### src/rtl/boxhead_pkg.sv
// ----------------------------------------------------------------------------
// boxhead_pkg
// Shared types and constants for the Boxhead sprite overlays.
//   overlay_state_t : HIDDEN / SLIDE / BLINK state of an animated overlay
//   COORD_W         : width of the DrawX/DrawY screen coordinates
//   CMP_W           : width used for box compares (one bit wider, so no wrap)
//   ROM_ADDR_W      : width of a sprite ROM address
//   PIX_W           : width of a palette index
//   GAMEOVER_SPR_*  : default dimensions of the "game over" sprite
// ----------------------------------------------------------------------------
package boxhead_pkg;

    typedef enum logic [1:0] {
        HIDDEN = 2'd0,
        SLIDE  = 2'd1,
        BLINK  = 2'd2
    } overlay_state_t;

    localparam int COORD_W    = 10;
    localparam int CMP_W      = 11;
    localparam int ROM_ADDR_W = 15;
    localparam int PIX_W      = 5;

    localparam int GAMEOVER_SPR_W = 211;
    localparam int GAMEOVER_SPR_H = 25;

    // Zero-extend a screen coordinate to the compare width.
    function automatic logic [CMP_W-1:0] widen(input logic [COORD_W-1:0] v);
        return {1'b0, v};
    endfunction

endpackage

### src/rtl/sprite_addr_gen.sv
// ----------------------------------------------------------------------------
// sprite_addr_gen
// Combinational box test and sprite ROM address for a sprite whose left edge
// is fixed at POS_X and whose top edge is POS_Y shifted down by y_off rows.
//   draw_x, draw_y : current pixel position
//   y_off          : extra downward offset of the sprite top edge
//   in_box         : current pixel lies inside the sprite rectangle
//   rom_addr       : row-major address inside the sprite, 0 outside the box
// ----------------------------------------------------------------------------
module sprite_addr_gen
    import boxhead_pkg::*;
#(
    parameter int SPR_W = GAMEOVER_SPR_W,
    parameter int SPR_H = GAMEOVER_SPR_H,
    parameter int POS_X = 0,
    parameter int POS_Y = 0
) (
    input  logic [COORD_W-1:0]    draw_x,
    input  logic [COORD_W-1:0]    draw_y,
    input  logic [COORD_W-1:0]    y_off,
    output logic                  in_box,
    output logic [ROM_ADDR_W-1:0] rom_addr
);

    logic [CMP_W-1:0] x_w;
    logic [CMP_W-1:0] y_w;
    logic [CMP_W-1:0] left;
    logic [CMP_W-1:0] right;
    logic [CMP_W-1:0] top;
    logic [CMP_W-1:0] bottom;
    logic [CMP_W-1:0] dx;
    logic [CMP_W-1:0] dy;

    // All edges are computed one bit wider than the screen coordinates, so a
    // sprite pushed far down by y_off can never wrap back onto the screen.
    // right and bottom are exclusive bounds.
    always_comb begin
        x_w    = widen(draw_x);
        y_w    = widen(draw_y);
        left   = CMP_W'(POS_X);
        right  = CMP_W'(POS_X + SPR_W);
        top    = CMP_W'(POS_Y) + widen(y_off);
        bottom = top + CMP_W'(SPR_H);
        in_box = (x_w >= left) && (x_w < right) && (y_w >= top) && (y_w < bottom);
        dx     = x_w - left;
        dy     = y_w - top;
        rom_addr = '0;
        if (in_box) begin
            rom_addr = ROM_ADDR_W'(dy) * ROM_ADDR_W'(SPR_W) + ROM_ADDR_W'(dx);
        end
    end

endmodule

### src/rtl/gameover_overlay.sv
// ----------------------------------------------------------------------------
// gameover_overlay
// "Game over" banner: when game_over rises the sprite slides up into place
// over several frames, then blinks until game_over falls.
//   Clk, Reset_n  : system clock, asynchronous active-low reset
//   frame_start   : one-cycle pulse at the start of each frame
//   game_over     : level, high while the banner should be shown
//   DrawX, DrawY  : current pixel position
//   rom_addr      : combinational address to the external sprite ROM
//   rom_data      : ROM palette index, one cycle after rom_addr
//   pixel_on      : overlay pixel opaque and visible (aligned to pixel_index)
//   pixel_index   : palette index of the overlay pixel
// ----------------------------------------------------------------------------
module gameover_overlay
    import boxhead_pkg::*;
#(
    parameter int              SPR_W        = GAMEOVER_SPR_W,
    parameter int              SPR_H        = GAMEOVER_SPR_H,
    parameter int              POS_X        = 214,
    parameter int              POS_Y        = 227,
    parameter int              SLIDE_DIST   = 64,
    parameter int              SLIDE_STEP   = 4,
    parameter int              BLINK_FRAMES = 30,
    parameter logic [PIX_W-1:0] TRANSP      = 5'h00
) (
    input  logic                  Clk,
    input  logic                  Reset_n,
    input  logic                  frame_start,
    input  logic                  game_over,
    input  logic [COORD_W-1:0]    DrawX,
    input  logic [COORD_W-1:0]    DrawY,
    output logic [ROM_ADDR_W-1:0] rom_addr,
    input  logic [PIX_W-1:0]      rom_data,
    output logic                  pixel_on,
    output logic [PIX_W-1:0]      pixel_index
);

    localparam int CNT_W = (BLINK_FRAMES > 1) ? $clog2(BLINK_FRAMES) : 1;

    overlay_state_t     state;
    overlay_state_t     state_nx;
    logic [COORD_W-1:0] y_off;
    logic [COORD_W-1:0] y_off_nx;
    logic [CNT_W-1:0]   blink_cnt;
    logic [CNT_W-1:0]   blink_cnt_nx;
    logic               vis;
    logic               vis_nx;
    logic               in_box;
    logic               flag_nx;
    logic               flag_d;

    // Box test and ROM address for the sprite at its current slide position.
    sprite_addr_gen #(
        .SPR_W (SPR_W),
        .SPR_H (SPR_H),
        .POS_X (POS_X),
        .POS_Y (POS_Y)
    ) u_addr_gen (
        .draw_x   (DrawX),
        .draw_y   (DrawY),
        .y_off    (y_off),
        .in_box   (in_box),
        .rom_addr (rom_addr)
    );

    // Animation state register. Everything here only moves at frame_start
    // (or when game_over drops), so a frame is always drawn from one
    // consistent position and visibility.
    always_ff @(posedge Clk or negedge Reset_n) begin
        if (!Reset_n) begin
            state     <= HIDDEN;
            y_off     <= '0;
            blink_cnt <= '0;
            vis       <= 1'b0;
        end else begin
            state     <= state_nx;
            y_off     <= y_off_nx;
            blink_cnt <= blink_cnt_nx;
            vis       <= vis_nx;
        end
    end

    // Next-state logic. Dropping game_over wins over a coincident
    // frame_start and hides the banner at once. The slide saturates at zero
    // and hands over to blinking on the same frame the offset reaches zero.
    always_comb begin
        state_nx     = state;
        y_off_nx     = y_off;
        blink_cnt_nx = blink_cnt;
        vis_nx       = vis;
        if (!game_over) begin
            state_nx     = HIDDEN;
            y_off_nx     = '0;
            blink_cnt_nx = '0;
            vis_nx       = 1'b0;
        end else if (frame_start) begin
            case (state)
                HIDDEN: begin
                    state_nx     = SLIDE;
                    y_off_nx     = COORD_W'(SLIDE_DIST);
                    blink_cnt_nx = '0;
                    vis_nx       = 1'b1;
                end
                SLIDE: begin
                    if (y_off > COORD_W'(SLIDE_STEP)) begin
                        y_off_nx = y_off - COORD_W'(SLIDE_STEP);
                    end else begin
                        y_off_nx     = '0;
                        state_nx     = BLINK;
                        blink_cnt_nx = '0;
                    end
                end
                BLINK: begin
                    if (blink_cnt == CNT_W'(BLINK_FRAMES - 1)) begin
                        blink_cnt_nx = '0;
                        vis_nx       = ~vis;
                    end else begin
                        blink_cnt_nx = blink_cnt + CNT_W'(1);
                    end
                end
                default: begin
                    state_nx     = HIDDEN;
                    y_off_nx     = '0;
                    blink_cnt_nx = '0;
                    vis_nx       = 1'b0;
                end
            endcase
        end
    end

    // Output logic. The ROM answers one cycle after the address, so the
    // visibility decision is delayed by one register to line up with
    // rom_data; transparent palette entries never light a pixel.
    always_comb begin
        flag_nx     = in_box & vis & (state != HIDDEN);
        pixel_index = rom_data;
        pixel_on    = flag_d & (rom_data != TRANSP);
    end

    // Visibility pipeline stage matching the ROM read latency.
    always_ff @(posedge Clk or negedge Reset_n) begin
        if (!Reset_n) begin
            flag_d <= 1'b0;
        end else begin
            flag_d <= flag_nx;
        end
    end

endmodule

### config.mk
export PLATFORM = sky130hd
export DESIGN_NAME = gameover_overlay
export DESIGN_NICKNAME = d
export VERILOG_FILES = /design/src/rtl/boxhead_pkg.sv /design/src/rtl/sprite_addr_gen.sv /design/src/rtl/gameover_overlay.sv
export SDC_FILE = /design/constraint.sdc
export NUM_CORES = 1
export LEC_CHECK = 0
export ABC_AREA = 1
export CAP_MARGIN = 20
export CORE_ASPECT_RATIO = 2
export CORE_UTILIZATION = 50
export CTS_BUF_LIST = sky130_fd_sc_hd__clkbuf_4
export DETAILED_ROUTE_END_ITERATION = 6
export PLACE_DENSITY_LB_ADDON = 0.15
export SYNTH_ARGS = -nofsm -noshare
export SYNTH_HDL_FRONTEND = slang
export SYNTH_SLANG_ARGS = --single-unit
### constraint.sdc
create_clock -name Clk -period 13.8 [get_ports Clk]
set_clock_uncertainty 0.2 [all_clocks]
set_input_delay 2.07 -clock Clk [delete_from_list [all_inputs] [get_ports Clk]]
set_output_delay 2.07 -clock Clk [all_outputs]
set_load 0.01 [all_outputs]
# Word level (Yosys, flattened, before mapping)
# Index checks and enable logic that the tools add are counted.
# totals
out_inout_bits	21
reg_bits	19
word_cells	58
# classes
n_mul	1
n_eq_ne	8
n_bitwise	4
addsub	7
n_reduce_logical	10
n_lt_le_gt_ge	5
mux	18
# ops
cell	count
2-to-1 mux 10 bit	3
case mux 10 bit (3 select lines)	1
2-to-1 mux 5 bit	4
adder 15 x 11 -> 15 bit	1
multiplier 11 x 8 -> 15 bit (second input constant)	1
2-to-1 mux 15 bit	1
adder 11 x 5 -> 11 bit (second input constant)	1
adder 8 x 10 -> 11 bit (first input constant)	1
>= comparator 10 x 11 -> 1 bit	1
< comparator 10 x 11 -> 1 bit	1
subtractor 10 x 11 -> 11 bit	1
subtractor 10 x 8 -> 11 bit (second input constant)	1
>= comparator 10 x 8 -> 1 bit (second input constant)	1
greater-than comparator 10 x 3 -> 1 bit (second input constant)	1
< comparator 10 x 9 -> 1 bit (second input constant)	1
case mux 5 bit (2 select lines)	1
subtractor 10 x 3 -> 10 bit (second input constant)	1
2-to-1 mux 2 bit	3
inequality test 2 bit (second input constant)	3
inequality test 3 bit (second input constant)	2
case mux 2 bit (3 select lines)	1
AND reduction 3 bit	2
adder 5 x 1 -> 5 bit (second input constant)	1
equality test 5 bit (second input constant)	1
11 further kinds	18

# Depth between registers and ports, before layout
# Gate-level depths: netlist of the first run.
# depth
depth_word	6
mapped_depth	32

# By module
# From an unflattened synthesis of the first run, not the netlist that was laid out.
# hier_totals
cells_unflattened	608
area_unflattened_um2	4346.7
# modules_own_cells
module	cells_per_inst	area_each_um2	n_inst	seq_area_each_um2
sprite_addr_gen	451	3178.0	1	0.0
gameover_overlay	157	1168.6	1	425.4

# Worst setup path before layout of the first run
# Ideal clock, no wire load.
# synth_timing
path_kind	input-to-output
start	in DrawY[2]
end	out rom_addr[12]
arrival_ps	6387
n_path_buf	0
path_slack_ps	5143
cell_stages	29
cell_sequence	ha_1 -> nand2_1 -> nor2_1 -> nand2_1 -> nand2_1 -> nand3_2 -> nand2_2 -> nand2_2 -> o21ai_2 -> xor2_1 -> nand3_1 -> nand2_1 -> inv_1 -> ha_1 -> ha_1 -> inv_1 -> fa_1 -> fa_1 -> inv_1 -> ha_1 -> nand2_1 -> nor2_1 -> a211oi_1 -> nand2_1 -> nand2_1 -> nand2_1 -> a21oi_1 -> inv_1 -> a21oi_1
# synth_between
elab_chain_cells	4
elab_cells_between_ends	8
cone_classes	add/sub (2); mul (1); order compare (2); mux (1); reduce/logical (2)
# synth_rtl
item	line_no	rtl
start, declared	gameover_overlay.sv:31	input logic [COORD_W-1:0] DrawY,
subtractor 10 x 11 -> 11 bit or >= comparator 10 x 11 -> 1 bit (tied branches)	sprite_addr_gen.sv:46, sprite_addr_gen.sv:44	
multiplier 11 x 8 -> 15 bit or logical AND 1 bit (tied branches)	sprite_addr_gen.sv:49, sprite_addr_gen.sv:44	
adder 15 x 11 -> 15 bit or logical AND 1 bit (tied branches)	sprite_addr_gen.sv:49, sprite_addr_gen.sv:44	
2-to-1 mux 15 bit *	sprite_addr_gen.sv:48	if (in_box) begin
end, declared	gameover_overlay.sv:32	output logic [ROM_ADDR_W-1:0] rom_addr,
# Mark *: on every way between the ends. The rest lies on a longest branch, timed or not.

# Worst setup path in the final report of the first run
# layout_timing
start	in DrawY[4]
end	out rom_addr[12]
# The elaborated chain is that of the path after synthesis.

==> report_table.html, run 1 <==
<table>
<tr><th>Metric</th><th>Value</th></tr>
<tr><th colspan="2">Place</th></tr>
<tr><td>GPL Wtd Cong</td><td>0.8673</td></tr>
<tr><td>Placement-stage cell area</td><td>4663 µm²</td></tr>
<tr><td>Detailed placer's ending HPWL</td><td>8662 µm</td></tr>
<tr><td>Buffers added on ports</td><td>49</td></tr>
<tr><th colspan="2">Critical path</th></tr>
<tr><td>Critical Path Slowest Stage Cell</td><td>sky130_fd_sc_hd__fa_1</td></tr>
<tr><td>Data arrival, critical path</td><td>7890 ps</td></tr>
<tr><td>Worst setup path start</td><td>DrawY[4]</td></tr>
<tr><td>Crit Path Max Fanout</td><td>5</td></tr>
<tr><td>Worst stage delay on the critical path</td><td>540 ps</td></tr>
<tr><td>Endpoint type of the worst setup path</td><td>output pin</td></tr>
<tr><td>Worst path most repeated cell</td><td>sky130_fd_sc_hd__nand2_1</td></tr>
<tr><td>R2R Path Start</td><td>y_off[5]$_DFFE_PN0P_</td></tr>
<tr><td>Crit path buffers/inverters</td><td>7</td></tr>
<tr><td>Required time at the endpoint of the critical path</td><td>11530 ps</td></tr>
<tr><td>Critical setup path kind</td><td>input port to output pin</td></tr>
<tr><td>Kind of cell adding the most delay to the critical path</td><td>adder cells</td></tr>
<tr><td>Critical Path Source Type</td><td>input port</td></tr>
<tr><th colspan="2">Clock tree</th></tr>
<tr><td>Root buffer cell</td><td>sky130_fd_sc_hd__clkbuf_4</td></tr>
<tr><td>Clk sinks</td><td>17</td></tr>
<tr><td>Clock Tree Buf Depth</td><td>2</td></tr>
<tr><td>Hold-fix buffers, CTS</td><td>0</td></tr>
<tr><td>Resized cells post-CTS</td><td>0</td></tr>
<tr><td>Clock slew seen by the registers of the worst setup and hold paths</td><td>90 ps</td></tr>
<tr><td>Post-CTS setup buffer count</td><td>0</td></tr>
<tr><td>H-Tree Level Count</td><td>1</td></tr>
<tr><td>TritonCTS clock tree</td><td>built</td></tr>
<tr><td>Insertion delay of the later-clocked pin in the worst-skew pair</td><td>290 ps</td></tr>
<tr><td>Number of buffers created by CTS</td><td>3</td></tr>
<tr><th colspan="2">Floorplanning</th></tr>
<tr><td>Area of the die</td><td>8609 µm²</td></tr>
<tr><td>Starting density of the core</td><td>0.5175</td></tr>
<tr><td>FP Rows</td><td>46</td></tr>
<tr><td>Core outline area</td><td>7943 µm²</td></tr>
<tr><td>DIE WIDTH</td><td>66.11 µm</td></tr>
<tr><td>Height of the chip</td><td>130.2 µm</td></tr>
<tr><td>I/O Pins</td><td>50</td></tr>
<tr><th colspan="2">Final layout</th></tr>
<tr><td>Final net count</td><td>740</td></tr>
<tr><td>Fraction of final layout cells sized beyond drive strength 1</td><td>0.09076</td></tr>
<tr><td>Most common library cell in the layout ignoring fill and taps</td><td>sky130_fd_sc_hd__inv_1</td></tr>
<tr><td>Commonest cells after routing, fill and taps aside</td><td>140 x sky130_fd_sc_hd__inv_1, 91 x sky130_fd_sc_hd__nand2_1, 67 x sky130_fd_sc_hd__ha_1</td></tr>
<tr><td>Area of all placed cells without fillers</td><td>4693 µm²</td></tr>
<tr><td>Synth-to-layout area growth</td><td>14.19%</td></tr>
<tr><td>Fillers</td><td>767</td></tr>
<tr><td>Number of diodes added for antenna fixing</td><td>0</td></tr>
<tr><th colspan="2">STA</th></tr>
<tr><td>Number of max-slew violations in the final report</td><td>0</td></tr>
<tr><td>F_max</td><td>98.42 MHz</td></tr>
<tr><td>Normalized max-slew margin</td><td>0.4726</td></tr>
<tr><td>Unrepaired setup endpoints after global routing</td><td>false</td></tr>
<tr><td>Final count of hold timing violations</td><td>0</td></tr>
<tr><td>Setup Viol. Count Final</td><td>0</td></tr>
<tr><td>Transition time at the pin with the least slew margin</td><td>788.6 ps</td></tr>
<tr><td>Final cycle utilization of the critical path</td><td>0.7362</td></tr>
<tr><td>Setup TNS</td><td>0 ps</td></tr>
<tr><td>Final critical delay including setup and external delays</td><td>10160 ps</td></tr>
<tr><th colspan="2">GRT</th></tr>
<tr><td>Tot GR Track Use</td><td>0.2410</td></tr>
<tr><td>Maximum number of pins on one net before global-route repair</td><td>18</td></tr>
<tr><td>Number of global-route vias before repair</td><td>3739</td></tr>
<tr><td>Overflow left after global routing</td><td>0</td></tr>
<tr><td>Initial antenna violation count</td><td>0</td></tr>
<tr><td>Wire length of the first global-routing pass</td><td>15730 µm</td></tr>
<tr><th colspan="2">Drt</th></tr>
<tr><td>DRC marker count from the first detailed-route iteration</td><td>100</td></tr>
<tr><td>Number of routed nets with antenna violations</td><td>0</td></tr>
<tr><td>First-pass iteration count of the detailed router</td><td>6</td></tr>
<tr><td>Wire length per cell after detailed routing</td><td>13.46 µm</td></tr>
<tr><td>Total via count after detailed routing</td><td>3666</td></tr>
<tr><td>Sum of routed wire length over all layers</td><td>9595 µm</td></tr>
<tr><td>Routed vias/inst</td><td>5.142</td></tr>
<tr><td>DRC violations left</td><td>0</td></tr>
<tr><th colspan="2">Synthesis</th></tr>
<tr><td>Gate count of the mapped netlist</td><td>571</td></tr>
<tr><td>Main synth FF type</td><td>sky130_fd_sc_hd__dfrtp_1</td></tr>
<tr><td>Post-synthesis register bit count</td><td>17</td></tr>
<tr><td>EDFF count, synth</td><td>0</td></tr>
<tr><td>Sequential-to-total area share from yosys stat</td><td>0.1035</td></tr>
<tr><td>Syn Nets</td><td>693</td></tr>
<tr><td>Post-synthesis async set-or-reset flop share</td><td>1.000</td></tr>
<tr><td>Average size of a mapped cell</td><td>7.198 µm²</td></tr>
<tr><td>Cell area after technology mapping</td><td>4110 µm²</td></tr>
<tr><td>Warnings from Yosys</td><td>0</td></tr>
<tr><td>Distinct cell type count after synthesis</td><td>40</td></tr>
<tr><th colspan="2">Min path</th></tr>
<tr><td>Path class of the lowest-slack min-delay path</td><td>flip-flop to flip-flop</td></tr>
<tr><td>Hold path start</td><td>blink_cnt[1]$_DFFE_PN0P_</td></tr>
<tr><th colspan="2">Run</th></tr>
<tr><td>Count of max-cap constraint violations</td><td>0</td></tr>
<tr><th colspan="2">Run status</th></tr>
<tr><td>Result of the run</td><td>completed</td></tr>
</table>
state kept, by name (all words and copies together) (netlist names):
name       flops
y_off          8
vis            1
blink_cnt      5
state          2
flag_d         1
cell usage after synthesis (2+ instances only):
| master | number | area [µm²] |
|---|---|---|
| sky130_fd_sc_hd__o2111ai_1 | 3 | 26.28 |
| sky130_fd_sc_hd__buf_4 | 5 | 37.54 |
| sky130_fd_sc_hd__nand4_1 | 2 | 12.51 |
| sky130_fd_sc_hd__o21bai_1 | 4 | 30.03 |
| sky130_fd_sc_hd__a21oi_1 | 25 | 125.1 |
| sky130_fd_sc_hd__nor2_1 | 38 | 142.6 |
| sky130_fd_sc_hd__nor2_4 | 12 | 135.1 |
| sky130_fd_sc_hd__nor3_1 | 6 | 30.03 |
| sky130_fd_sc_hd__nand3_1 | 29 | 145.1 |
| sky130_fd_sc_hd__nand2_4 | 2 | 22.52 |
| sky130_fd_sc_hd__nor2_2 | 3 | 18.77 |
| sky130_fd_sc_hd__o21ai_0 | 16 | 80.08 |
| sky130_fd_sc_hd__nand2_1 | 91 | 341.6 |
| sky130_fd_sc_hd__o31ai_1 | 2 | 15.01 |
| sky130_fd_sc_hd__o22ai_1 | 5 | 31.28 |
| sky130_fd_sc_hd__o21ai_2 | 2 | 17.52 |
| sky130_fd_sc_hd__xor2_1 | 23 | 201.4 |
| sky130_fd_sc_hd__nor3b_1 | 2 | 15.01 |
| sky130_fd_sc_hd__o21a_1 | 2 | 15.01 |
| sky130_fd_sc_hd__inv_2 | 8 | 30.03 |
| sky130_fd_sc_hd__or2_2 | 3 | 18.77 |
| sky130_fd_sc_hd__nand3_2 | 7 | 70.07 |
| sky130_fd_sc_hd__nand2_2 | 12 | 75.07 |
| sky130_fd_sc_hd__dfrtp_1 | 17 | 425.4 |
| sky130_fd_sc_hd__fa_1 | 26 | 520.5 |
| sky130_fd_sc_hd__inv_1 | 140 | 525.5 |
| sky130_fd_sc_hd__or4_1 | 2 | 15.01 |
| sky130_fd_sc_hd__xnor2_1 | 6 | 52.55 |
| sky130_fd_sc_hd__ha_1 | 67 | 838.3 |
worst paths after layout:
check | endpoint | slack [ps] | cells after the start
worst max-delay path | rom_addr[12] | 3640 | 32
worst min-delay path | blink_cnt[1]$_DFFE_PN0P_ | 360 | 2
worst max register to register | flag_d$_DFF_PN0_ | 10840 | 12
worst min register to register | blink_cnt[1]$_DFFE_PN0P_ | 360 | 2
max in group asynchronous | y_off[6]$_DFFE_PN0P_ | 10880 | 1
min in group asynchronous | blink_cnt[3]$_DFFE_PN0P_ | 2030 | 1
worst min-delay path, delay by kind of cell (launching register included):
kind | cells | cell delay, ps
flip-flops | 1 | 400
AO/OA/AOI/OAI | 1 | 60
AND/OR/NAND/NOR | 1 | 70
cells by family after synthesis:
kind of cell,Yosys count,synth area share
compound gates,65,0.09681
buf+inv,155,0.1492
fa+ha+maj,93,0.3306
simple gates,212,0.2581
xor+xnor,29,0.06180
flops,17,0.1035
stage by stage:
step | setup WS (ps) | cells | utilization | hold WS, ps
4_1_cts | 3635 | 713 | 0.5909 | 358.5
3_5_place_dp | 3648 | 709 | 0.5871 | 335.9
3_3_place_gp | 3726 | 709 | 0.5871 | 325.7
2_1_floorplan | 5143 | 571 | - | 275.0
5_1_grt | 3121 | 713 | 0.5909 | 389.9
6_report | 3640 | 713 | 0.5909 | 361.2
layout make-up:
class	instances	area, µm²	share of cell area
tap	96	120.1	0.02559
multi-input combinational	399	3072	0.6545
timing repair buffer	49	490.5	0.1045
sequential	17	425.4	0.09064
clock buffer	4	30.03	0.006398
inverter	148	555.5	0.1184
routing by layer:
layer / track usage / wire length [µm] / share of wire / up-vias
li1: - / - / - / 1861
met1: 0.1890 / 2986 / 0.31 / 1716
met2: 0.5486 / 6119 / 0.64 / 66
met5: 0 / 0 / 0 / -
met3: 0.007867 / 151 / 0.016 / 23
met4: 0.1014 / 337 / 0.035 / 0
Power of run 1 is left out: the tool's default activity adds up to more than one toggle a clock period on the data nets, which glitch-free logic cannot reach.
==> inputs of run 2 (changes only) <==
clock period = 10.4 ns   (was 13.8 ns; I/O delays follow)
==> run 2 against run 1 <==
  * Cell count grew 0.28%
  * Global-route usage up 0.21 points
  * Sequential cell count did not move
  * Routed wire length grew 2.3%
  * Sequential share of layout area is essentially flat
  * First-iteration DRC count increased by 13%
  * Final area is 0.16% higher
  * Setup slack worse by 2400 ps
  * Critical path depth fell by 4
  * Clock-buffer cell count shrank 1
  * Critical path type unchanged
  * Critical endpoint is now rom_addr[13]
  * Largest cell class unchanged
==> report_table.html, run 2 (synthesis results as in run 1) <==
<table>
<tr><th>Metric</th><th>Value</th></tr>
<tr><th colspan="2">STA</th></tr>
<tr><td>Unrepaired setup endpoints after global routing</td><td>false</td></tr>
<tr><td>Final count of hold timing violations</td><td>0</td></tr>
<tr><td>Least setup slack across all paths after layout</td><td>1274 ps</td></tr>
<tr><td>F_max</td><td>109.6 MHz</td></tr>
<tr><td>Setup TNS</td><td>0 ps</td></tr>
<tr><td>Normalized max-slew margin</td><td>0.4948</td></tr>
<tr><td>Final cycle utilization of the critical path</td><td>0.8775</td></tr>
<tr><td>Final critical delay including setup and external delays</td><td>9126 ps</td></tr>
<tr><td>Transition time at the pin with the least slew margin</td><td>755.5 ps</td></tr>
<tr><td>Setup Viol. Count Final</td><td>0</td></tr>
<tr><td>Number of max-slew violations in the final report</td><td>0</td></tr>
<tr><th colspan="2">Final layout</th></tr>
<tr><td>Area of all placed cells without fillers</td><td>4701 µm²</td></tr>
<tr><td>Fraction of final layout cells sized beyond drive strength 1</td><td>0.09223</td></tr>
<tr><td>Most common library cell in the layout ignoring fill and taps</td><td>sky130_fd_sc_hd__inv_1</td></tr>
<tr><td>Synth-to-layout area growth</td><td>14.37%</td></tr>
<tr><td>Largest regs</td><td>y_off (8), blink_cnt (5), state (2)</td></tr>
<tr><td>Reg with most FFs</td><td>y_off</td></tr>
<tr><td>Commonest cells after routing, fill and taps aside</td><td>140 x sky130_fd_sc_hd__inv_1, 91 x sky130_fd_sc_hd__nand2_1, 67 x sky130_fd_sc_hd__ha_1</td></tr>
<tr><td>Largest register FFs</td><td>8</td></tr>
<tr><td>Register Area</td><td>425.4 µm²</td></tr>
<tr><td>Fillers</td><td>762</td></tr>
<tr><td>Footprint of the multi-input gates</td><td>3072 µm²</td></tr>
<tr><td>Final net count</td><td>741</td></tr>
<tr><th colspan="2">GRT</th></tr>
<tr><td>Maximum number of pins on one net before global-route repair</td><td>18</td></tr>
<tr><td>Initial antenna violation count</td><td>1</td></tr>
<tr><td>Wire length of the first global-routing pass</td><td>15870 µm</td></tr>
<tr><td>Tot GR Track Use</td><td>0.2431</td></tr>
<tr><td>Number of global-route vias before repair</td><td>3780</td></tr>
<tr><td>Overflow left after global routing</td><td>0</td></tr>
<tr><th colspan="2">Clock tree</th></tr>
<tr><td>TritonCTS clock tree</td><td>built</td></tr>
<tr><td>Clk sinks</td><td>17</td></tr>
<tr><td>Clock Tree Buf Depth</td><td>2</td></tr>
<tr><td>H-Tree Level Count</td><td>1</td></tr>
<tr><td>Clock slew seen by the registers of the worst setup and hold paths</td><td>100 ps</td></tr>
<tr><td>Resized cells post-CTS</td><td>0</td></tr>
<tr><td>Number of buffers created by CTS</td><td>3</td></tr>
<tr><td>Post-CTS setup buffer count</td><td>0</td></tr>
<tr><td>Insertion delay of the later-clocked pin in the worst-skew pair</td><td>300 ps</td></tr>
<tr><td>Root buffer cell</td><td>sky130_fd_sc_hd__clkbuf_4</td></tr>
<tr><td>Hold-fix buffers, CTS</td><td>0</td></tr>
<tr><th colspan="2">Critical path</th></tr>
<tr><td>Endpoint type of the worst setup path</td><td>output pin</td></tr>
<tr><td>Critical setup path kind</td><td>input port to output pin</td></tr>
<tr><td>Worst stage delay on the critical path</td><td>530 ps</td></tr>
<tr><td>Data arrival, critical path</td><td>7370 ps</td></tr>
<tr><td>Required time at the endpoint of the critical path</td><td>8640 ps</td></tr>
<tr><td>Worst setup path start</td><td>DrawY[4]</td></tr>
<tr><td>Worst path most repeated cell</td><td>sky130_fd_sc_hd__nand2_1</td></tr>
<tr><td>Crit Path Max Fanout</td><td>5</td></tr>
<tr><td>Critical Path Source Type</td><td>input port</td></tr>
<tr><td>R2R Path Start</td><td>y_off[5]$_DFFE_PN0P_</td></tr>
<tr><td>Critical Path Slowest Stage Cell</td><td>sky130_fd_sc_hd__clkdlybuf4s50_1</td></tr>
<tr><th colspan="2">Floorplanning</th></tr>
<tr><td>Area of the die</td><td>8609 µm²</td></tr>
<tr><td>Starting density of the core</td><td>0.5175</td></tr>
<tr><td>Height of the chip</td><td>130.2 µm</td></tr>
<tr><td>Core outline area</td><td>7943 µm²</td></tr>
<tr><td>DIE WIDTH</td><td>66.11 µm</td></tr>
<tr><td>I/O Pins</td><td>50</td></tr>
<tr><td>FP Rows</td><td>46</td></tr>
<tr><th colspan="2">Drt</th></tr>
<tr><td>Wire length per cell after detailed routing</td><td>13.73 µm</td></tr>
<tr><td>Total via count after detailed routing</td><td>3662</td></tr>
<tr><td>Routed vias/inst</td><td>5.122</td></tr>
<tr><td>DRC marker count from the first detailed-route iteration</td><td>113</td></tr>
<tr><td>DRC violations left</td><td>0</td></tr>
<tr><td>First-pass iteration count of the detailed router</td><td>4</td></tr>
<tr><td>Sum of routed wire length over all layers</td><td>9814 µm</td></tr>
<tr><td>Number of routed nets with antenna violations</td><td>0</td></tr>
<tr><th colspan="2">Place</th></tr>
<tr><td>Placement-stage cell area</td><td>4671 µm²</td></tr>
<tr><td>GPL Wtd Cong</td><td>0.8679</td></tr>
<tr><td>Detailed placer's ending HPWL</td><td>8746 µm</td></tr>
<tr><td>Pre-CTS setup slack</td><td>1265 ps</td></tr>
<tr><td>Buffers added on ports</td><td>49</td></tr>
<tr><th colspan="2">Min path</th></tr>
<tr><td>Hold path start</td><td>blink_cnt[1]$_DFFE_PN0P_</td></tr>
<tr><td>Path class of the lowest-slack min-delay path</td><td>flip-flop to flip-flop</td></tr>
<tr><th colspan="2">Run</th></tr>
<tr><td>Count of max-cap constraint violations</td><td>0</td></tr>
<tr><th colspan="2">Run status</th></tr>
<tr><td>Result of the run</td><td>completed</td></tr>
</table>
-- run 2: cell count changes in the layout (fill, tap and decap cells not counted) --
cell                       delta
sky130_fd_sc_hd__diode_2      +1
sky130_fd_sc_hd__buf_4        +1
sky130_fd_sc_hd__clkbuf_4     -1
sky130_fd_sc_hd__clkinv_2     +1
-- run 2: final timing paths --
check / to / cells past startpoint / slack [ps]
worst max-delay path: rom_addr[13] / 28 / 1270
worst min-delay path: blink_cnt[1]$_DFFE_PN0P_ / 2 / 360
worst max register to register: flag_d$_DFF_PN0_ / 13 / 7420
worst min register to register: blink_cnt[1]$_DFFE_PN0P_ / 2 / 360
max in group asynchronous: y_off[2]$_DFFE_PN0P_ / 1 / 8030
min in group asynchronous: blink_cnt[4]$_DFFE_PN0P_ / 1 / 1490
-- run 2: area by class of cell --
| cell class | instances | area share |
|---|---|---|
| clock inverter | 1 | 0.001065 |
| multi-input combinational | 399 | 0.6534 |
| clock buffer | 3 | 0.004791 |
| sequential | 17 | 0.09050 |
| inverter | 148 | 0.1182 |
| antenna | 1 | 0.0005323 |
| timing repair buffer | 50 | 0.1059 |
| tap | 96 | 0.02555 |
-- run 2: through the flow --
step	hold WS, ps	std cells	util
after floorplan	275.0	571	-
after global placement	325.9	710	0.5881
after detailed placement	339.8	710	0.5881
after CTS	365.1	714	0.5915
after global routing	392.7	715	0.5918
final	360.6	715	0.5918
-- run 2: worst max-delay path: cells and delay by family --
family | cells | cell delay (ps)
AOI/OAI and AO/OA | 6 | 940
xor gates and xnor gates | 1 | 520
adders and majority gates | 6 | 2330
buffers and inverters | 6 | 1250
and+or+nand+nor | 9 | 750
-- run 2: layer usage --
metal | up-vias | part of all wire | global-route usage
met5 | - | 0 | 0
met4 | 0 | 0.039 | 0.1051
met3 | 23 | 0.0078 | 0.006119
met2 | 41 | 0.63 | 0.5528
met1 | 1725 | 0.32 | 0.1911
li1 | 1873 | - | -
Power of run 2 is left out for the same reason.
==> edit (settings of run 1) <==
The 3 states of `overlay_state_t` get a one-hot encoding in 3 bits.
--- a/src/rtl/boxhead_pkg.sv
+++ b/src/rtl/boxhead_pkg.sv
@@ -10,10 +10,10 @@
 // ----------------------------------------------------------------------------
 package boxhead_pkg;
 
-    typedef enum logic [1:0] {
-        HIDDEN = 2'd0,
-        SLIDE  = 2'd1,
-        BLINK  = 2'd2
+    typedef enum logic [2:0] {
+        HIDDEN = 3'b001,
+        SLIDE  = 3'b010,
+        BLINK  = 3'b100
     } overlay_state_t;
 
     localparam int COORD_W    = 10;
Check against the original RTL: same outputs for any inputs over 10 cycles, from zero or initial values and one cycle with Reset_n low; not proved beyond that.
==> edit against run 1 <==
Cell area about the same; fmax down 1.5%; via count grew 1.5%; critical path depth decreased by 5; area after synthesis about the same; wire length grew 1.0%; die area about the same; sequential cell count grew 1; setup slack worse by 150 ps; critical endpoint is now rom_addr[11]; highest routed layer unchanged.
Power is not shown: default switching activity piles up to over one toggle a cycle in this logic, so the estimate is an artifact.
==> edit: results (changes against run 1) <==
Setup path
  • Slowest CP cell: fa_1 (unchanged)
  • Flop2flop setup slack: 10820 ps (was 10840 ps)
  • Worst path arrival time: 8040 ps (was 7890 ps)

Outcome
  • Status: finished clean (unchanged)

Detailed routing
  • Via density: 5.17 (was 5.14)
  • Routed wire length: 9.69 mm (was 9.60 mm)
  • Initial drt markers: 72 (was 100)
  • Drt pass-1 iters: 5 (was 6)

Yosys
  • Yosys Warn Count: 0 (unchanged)
  • Synth cell count leaders: inv_1 (141), nand2_1 (92), ha_1 (67), nor2_1 (44), nand3_1 (31) (was inv_1 (140), nand2_1 (91), ha_1 (67), nor2_1 (38), nand3_1 (29))
  • FFs w/ async S/R, synth: 1.00 (unchanged)
  • Synth cell types: 48 (was 40)
  • Mapped Nets: 699 (was 693)
  • Top cells by area, synth: ha_1 (20%), inv_1 (13%), fa_1 (13%) (unchanged)
  • Sequential area share after synthesis: 0.110 (was 0.104)

Global routing
  • Vias in the first global route: 3891 (was 3739)
  • Largest net degree at the start of global routing: 19 (was 18)
  • Met1 Usage GRT: 0.192 (was 0.189)
  • Total GRT Usage: 0.249 (was 0.241)
  • Grt met2 use: 0.551 (was 0.549)
  • Grt met3 use: 0.00612 (was 0.00787)
  • First-pass GRT wire length: 16.3 mm (was 15.7 mm)

Place
  • HPWL Detailed: 8.73 mm (was 8.66 mm)
  • Placer Congestion: 0.900 (was 0.867)

Cells and area
  • Layout Nets: 746 (was 740)
  • Layout cell share with drive strength beyond 1: 0.0722 (was 0.0908)
  • Biggest regs: y_off (8), blink_cnt (5), state (3) (was y_off (8), blink_cnt (5), state (2))
  • Fill count: 748 (was 767)

Clocking
  • Max Root-Sink Buffers: 2 (unchanged)
  • Clk Latency, worst-skew pair: 320 ps (was 290 ps)
  • Reg clk slew, reported paths: 110 ps (was 90 ps)

Timing
  • Slew @ Worst Pin: 830 ps (was 789 ps)
[edit: cell type report]
| cell class | instances | area share |
|---|---|---|
| clock buffer | 3 | 0.00480 |
| sequential | 18 | 0.0963 |
| multi-input combinational | 404 | 0.649 |
| inverter | 148 | 0.118 |
| clock inverter | 1 | 0.000800 |
| tap | 96 | 0.0256 |
| timing repair buffer | 49 | 0.105 |
[edit: tightest hold or removal path, cell delays in order, from the launching register on]
cell and delay (ps):
dfrtp_1 410, nand2_1 70, o31ai_1 60
[edit: logic make-up after synthesis]
group | synth area share
xor gates and xnor gates | 0.0594
adders and majority gates | 0.331
AOI/OAI and AO/OA | 0.0954
DFF | 0.110
buffers and inverters | 0.148
and+or+nand+nor | 0.256
[edit: path summary, 6_finish.rpt]
check	from	to	depth (start not counted)
worst max register to register	y_off[5]	flag_d	13
worst max-delay path	DrawY[4]	rom_addr[11]	27
min in group asynchronous	Reset_n	blink_cnt[1]	1
worst min register to register	blink_cnt[1]	blink_cnt[1]	2
worst min-delay path	blink_cnt[1]	blink_cnt[1]	2
max in group asynchronous	Reset_n	y_off[2]	1
[edit: metrics by stage]
step,instance area (µm²),setup WS [ps],util,hold WS [ps],cells
after floorplan,4110,5070,-,298,577
after global placement,4660,3610,0.587,319,715
after detailed placement,4660,3500,0.587,337,715
after CTS,4690,3490,0.590,364,719
after global routing,4690,3100,0.590,388,719
final,4690,3490,0.590,356,719
[edit: metal layers]
| layer | up-vias | share of wire |
|---|---|---|
| li1 | 1897 | - |
| met1 | 1718 | 0.31 |
| met2 | 74 | 0.61 |
| met3 | 31 | 0.015 |
| met4 | 0 | 0.062 |
| met5 | - | 0 |
